### src/rtl/spi_slave_rx_mode0.sv
// SPI mode-0 (CPOL=0, CPHA=0) slave receiver. Synchronises CS_n/SCLK/MOSI into
// In_clk, shifts MOSI in MSB first on SCLK rise and reports words and frame status.
module spi_slave_rx_mode0 #(
  parameter int DATA_WIDTH  = 8,
  parameter int SYNC_STAGES = 2
) (
  input  logic                  In_clk,
  input  logic                  In_rst,
  input  logic                  In_spi_cs_n,
  input  logic                  In_spi_sclk,
  input  logic                  In_spi_mosi,
  output logic [DATA_WIDTH-1:0] Out_rx_data,
  output logic                  Out_rx_valid,
  output logic                  Out_rx_busy,
  output logic                  Out_frame_done,
  output logic                  Out_frame_err,
  output logic [7:0]            Out_byte_cnt,
  output logic                  Out_dbg_state
);

  localparam int CNT_W = (DATA_WIDTH > 2) ? $clog2(DATA_WIDTH) : 1;

  typedef enum logic {
    IDLE = 1'b0,
    RECV = 1'b1
  } state_t;

  state_t state_q, state_d;

  logic [SYNC_STAGES-1:0] cs_sync, sclk_sync, mosi_sync;
  logic                   cs_hist, sclk_hist;
  logic                   cs_s, sclk_s, mosi_s;
  logic                   cs_fall, cs_rise, sclk_rise;

  logic [DATA_WIDTH-1:0]  shift_q;
  logic [DATA_WIDTH-1:0]  shift_nxt;
  logic [CNT_W-1:0]       bit_cnt_q;
  logic                   word_done;
  logic                   start_frame;
  logic                   end_frame;
  logic                   take_bit;

  // Sync and history flops reset to 0, so CS held low across reset is not a fall.
  always_ff @(posedge In_clk) begin
    if (In_rst) begin
      cs_sync   <= '0;
      sclk_sync <= '0;
      mosi_sync <= '0;
      cs_hist   <= 1'b0;
      sclk_hist <= 1'b0;
    end else begin
      cs_sync   <= {cs_sync[SYNC_STAGES-2:0], In_spi_cs_n};
      sclk_sync <= {sclk_sync[SYNC_STAGES-2:0], In_spi_sclk};
      mosi_sync <= {mosi_sync[SYNC_STAGES-2:0], In_spi_mosi};
      cs_hist   <= cs_sync[SYNC_STAGES-1];
      sclk_hist <= sclk_sync[SYNC_STAGES-1];
    end
  end

  assign cs_s      = cs_sync[SYNC_STAGES-1];
  assign sclk_s    = sclk_sync[SYNC_STAGES-1];
  assign mosi_s    = mosi_sync[SYNC_STAGES-1];
  assign cs_fall   = ~cs_s & cs_hist;
  assign cs_rise   = cs_s & ~cs_hist;
  assign sclk_rise = sclk_s & ~sclk_hist;
  assign shift_nxt = {shift_q[DATA_WIDTH-2:0], mosi_s};

  // Next-state and event decode; a CS rise masks a coincident SCLK rise.
  always_comb begin
    state_d     = state_q;
    start_frame = 1'b0;
    end_frame   = 1'b0;
    take_bit    = 1'b0;
    word_done   = 1'b0;
    case (state_q)
      IDLE: begin
        if (cs_fall) begin
          state_d     = RECV;
          start_frame = 1'b1;
        end
      end
      RECV: begin
        if (cs_rise) begin
          state_d   = IDLE;
          end_frame = 1'b1;
        end else if (sclk_rise) begin
          take_bit  = 1'b1;
          word_done = (bit_cnt_q == CNT_W'(DATA_WIDTH - 1));
        end
      end
      default: state_d = IDLE;
    endcase
  end

  always_ff @(posedge In_clk) begin
    if (In_rst) state_q <= IDLE;
    else        state_q <= state_d;
  end

  always_ff @(posedge In_clk) begin
    if (In_rst) begin
      shift_q        <= '0;
      bit_cnt_q      <= '0;
      Out_rx_data    <= '0;
      Out_rx_valid   <= 1'b0;
      Out_frame_done <= 1'b0;
      Out_frame_err  <= 1'b0;
      Out_byte_cnt   <= '0;
    end else begin
      Out_rx_valid   <= 1'b0;
      Out_frame_done <= 1'b0;
      Out_frame_err  <= 1'b0;
      if (start_frame) begin
        shift_q      <= '0;
        bit_cnt_q    <= '0;
        Out_byte_cnt <= '0;
      end else if (end_frame) begin
        Out_frame_done <= 1'b1;
        Out_frame_err  <= (bit_cnt_q != '0);
        bit_cnt_q      <= '0;
      end else if (take_bit) begin
        shift_q <= shift_nxt;
        if (word_done) begin
          bit_cnt_q    <= '0;
          Out_rx_data  <= shift_nxt;
          Out_rx_valid <= 1'b1;
          if (Out_byte_cnt != 8'hFF) Out_byte_cnt <= Out_byte_cnt + 8'd1;
        end else begin
          bit_cnt_q <= bit_cnt_q + CNT_W'(1);
        end
      end
    end
  end

  assign Out_rx_busy   = (state_q == RECV);
  assign Out_dbg_state = state_q;

endmodule

### config.mk
export PLATFORM = sky130hd
export DESIGN_NAME = spi_slave_rx_mode0
export DESIGN_NICKNAME = d
export VERILOG_FILES = /design/src/rtl/spi_slave_rx_mode0.sv
export SDC_FILE = /design/constraint.sdc
export NUM_CORES = 1
export LEC_CHECK = 0
export ABC_CLOCK_PERIOD_IN_PS = 4600
export CORE_ASPECT_RATIO = 2
export CORE_MARGIN = 2
export CORE_UTILIZATION = 58
export CTS_BUF_LIST = sky130_fd_sc_hd__clkbuf_4 sky130_fd_sc_hd__clkbuf_8
export DETAILED_ROUTE_END_ITERATION = 12
export PLACE_DENSITY = 0.86
export SLEW_MARGIN = 30
export SYNTH_ARGS = -nofsm -noshare
export SYNTH_HDL_FRONTEND = slang
export SYNTH_SLANG_ARGS = --single-unit
### constraint.sdc
create_clock -name In_clk -period 4.6 [get_ports In_clk]
set_input_delay 0.46 -clock In_clk [delete_from_list [all_inputs] [get_ports In_clk]]
set_output_delay 0.46 -clock In_clk [all_outputs]
set_load 0.05 [all_outputs]
==> reports/metrics.yaml <==
min_to: "mosi_sync[1]$_SDFF_PP0_"
hold_violations: 0
setup_tns_ns: 0
wl_per_cell_um: 13.8
power.net_switching_w: 0.000129
diodes: 0
start_util_pct: 60.5
cts_made_buffers: 5
p_comb_share_pct: 2.7
htree_levels: 2
slew_viol_final: 0
worstHoldPathCells: 1
drc: 0
cp.arrival_ns: 1.70
grt_pass1_wl_um: 4820
numPortBuffers: 25
ir_drop_mv: 0.351
worstHoldStart: "mosi_sync[0]$_SDFF_PP0_"
outcome: "finished clean"
required_ns: 4.14
fin_util_pct: 76.5
fillers: 168
die_x_um: 40.2
critical_path_class: "reg -> out"
grt_antenna_before_repair: 0
worstPathMaxFanout: 9
rr_startpoint: "bit_cnt_q[1]$_SDFFE_PP0P_"
finalSetupViolCount: 0
cts-hold-fix-buffers: 0
dr.pass1.iters: 4
clock_skew_ns: 0.00809
grt_pass1_vias: 1150
io_pins: 26
clk_latency_ns: 0.29
syn_to_final_growth_pct: 26.3
critical_path_buf_inv_count: 1
synth.avg_cell_area_um2: 9.54
power_density_nw_per_um2: 366
crit_family: "buffers and inverters"
post-dp-hpwl_um: 2030
ant_nets: 0
core_area_um2: 2500
initialDrtViolationCount: 27
place.gp.congestion: 0.749
synthCells: 159
synth-seq-area-share_pct: 50.2
post_cts_resized: 0
power_frac_seq_pct: 47.8
dieHeight_um: 76.3
die-area_um2: 3060
netSwitchingFraction_pct: 18.4
synth_cell_types: 38
cts.reportedPaths.clkPinSlew_ns: 0.07
cts_tree: "built"
path_cells: "clkdlybuf4s50_1"
root_buffer: "clkbuf_8"
routed_wirelength_um: 2950
drive_gt1_share_pct: 8.60
worstReg2RegEnd: "Out_byte_cnt[4]$_SDFFE_PP0P_"
fin_crit_sh_pct: 46.9
start_kind: "register"
tightest_slew_ns: 0.638
rsz0062_at_grt: "false"
grt_max_degree: 21
cts_setup_buffers: 0
min_path_type: "reg -> reg"
syn-cell-area_um2: 1520
fmax_mhz: 464
rows: 26
r2r_cells: 6
period_needed_ns: 2.16
yosysWarnings: 0
p_clk_share_pct: 49.5
seqCellArea_um2: 761
reg2reg_slack_ns: 2.82
cts_buffer_depth: 2
stdcell_area_um2: 1920
avgViaCountPerCell: 5.58
multiInputGateArea_um2: 697
clock_sinks: 38
critPathCaptureType: "output pin"
grt_usage_pct: 23.0
crit_slowest_cell: "clkdlybuf4s50_1"
vias: 1195
fin_hold_ws_ns: 0.448
drv_cap: 0
slew_headroom_pct: 57.3
syn-num-nets: 168
placed_area_um2: 1770
power.internal_w: 0.000571
nets: 194
p_leak_nw: 0.700
synth_seq_cells: 38
overflow: 0
cp_slowest_stage_delay_ns: 0.88
per-stage QoR:
| step | std cells | setup WS, ns | power [W] |
|---|---|---|---|
| finish | 214 | 2.44 | 0.000700 |
| global route | 214 | 2.38 | 0.000725 |
| CTS | 214 | 2.44 | 0.000710 |
| detailed placement | 206 | 2.31 | 0.000361 |
| global placement | 206 | 2.38 | 0.000360 |
| floorplan | 159 | 2.89 | 0.000355 |
cells in the final DEF, fill, tap and decap left out, drive strengths merged, types with 2 or more instances in the layout:
cell           netlist  routed
dfxtp               38      38
clkdlybuf4s50        0      25
nand2               21      21
a21oi               14      14
nor2                14      14
mux2i                9       9
nor2b                9       9
inv                  6       6
clkbuf               3       6
ha                   4       4
nand2b               4       4
nor3                 4       4
nand3b               3       3
o21ai                3       3
nor3b                2       2
nand3                2       2
and3                 2       2
a211oi               2       2
a31oi                2       2
bufinv               0       2
nand4b               2       2
a211o                2       2
registers in the layout, summed over array words and instances, names as in the netlist, 2 cells and up:
signal,cells
Out_rx_data,8
sclk_sync,2
cs_sync,2
bit_cnt_q,3
shift_q,7
Out_byte_cnt,8
mosi_sync,2
power groups by stage:
| stage | clock network (W) | logic (W) | registers [W] |
|---|---|---|---|
| after floorplan | 0 | 0.0000122 | 0.000343 |
| after global placement | 0 | 0.0000180 | 0.000342 |
| after detailed placement | 0 | 0.0000186 | 0.000342 |
| after CTS | 0.000356 | 0.0000191 | 0.000335 |
| after global routing | 0.000370 | 0.0000204 | 0.000335 |
| final | 0.000347 | 0.0000189 | 0.000335 |
per-layer routing:
layer / GRT usage, % / wire [um]
met1: 22.4 / 1140
met2: 39.4 / 1610
met3: 6.12 / 110
met4: 12.4 / 80
met5: 0 / 0
worst reg2reg max path: cells and delay by family, from the launching register on:
family | cells | cell delay [ns]
simple gates | 2 | 0.52
flops | 1 | 0.37
compound gates | 2 | 0.39
fa+ha+maj | 2 | 0.40
kinds of logic after synthesis:
logic type,Yosys count,synth area share [%]
flip-flops,38,50.2
buffers and inverters,13,3.88
AND/OR/NAND/NOR,67,25.2
AO/OA/AOI/OAI,28,11.5
multiplexers,9,5.94
adder cells (fa/ha/maj),4,3.30
Yosys cell counts (all sizes together):
cell    number  area (um^2)
nor2b        9         58.8
a21oi       14         70.1
o21bai       1         7.51
a311oi       1         8.76
inv          6         22.5
nand3b       3         22.5
buf          4         25.0
and3         2         12.5
a211oi       2         15.0
and4b        1         10.0
nor3b        2         15.0
o311a        1         10.0
a41oi        1         8.76
or2          1         6.26
nand2       21         78.8
nand3        2         10.0
clkbuf       3         11.3
a31oi        2         12.5
or3          1         6.26
o21ai        3         15.0
nand4b       2         32.5
nor4         1         6.26
a211o        2         18.8
a21boi       1         7.51
mux2i        9         90.1
ha           4         50.1
nor2        14         55.1
nand2b       4         32.5
nor3         4         36.3
dfxtp       38          761
how the worst max path moves through the flow:
| stage | to | startpoint | cells after the start | slack, ns |
|---|---|---|---|---|
| after floorplan | Out_byte_cnt[4]$_SDFFE_PP0P_ | Out_byte_cnt[0]$_SDFFE_PP0P_ | 5 | 2.89 |
| after global placement | Out_byte_cnt[5]$_SDFFE_PP0P_ | In_rst | 4 | 2.38 |
| after detailed placement | Out_byte_cnt[5]$_SDFFE_PP0P_ | In_rst | 4 | 2.31 |
| after CTS | Out_rx_busy | Out_dbg_state$_SDFF_PP0_ | 1 | 2.44 |
| after global routing | Out_rx_busy | Out_dbg_state$_SDFF_PP0_ | 1 | 2.38 |
| final | Out_rx_busy | Out_dbg_state$_SDFF_PP0_ | 1 | 2.44 |
area by class of cell:
class | count | share of cell area [%]
clock buffers | 6 | 4.31
clock inverters | 2 | 3.14
inverters | 6 | 1.18
flip-flops and latches | 38 | 39.7
multi-input cells | 108 | 36.4
repair buffers | 26 | 13.5
well taps | 28 | 1.83
Power figures use the tool's default switching activity.
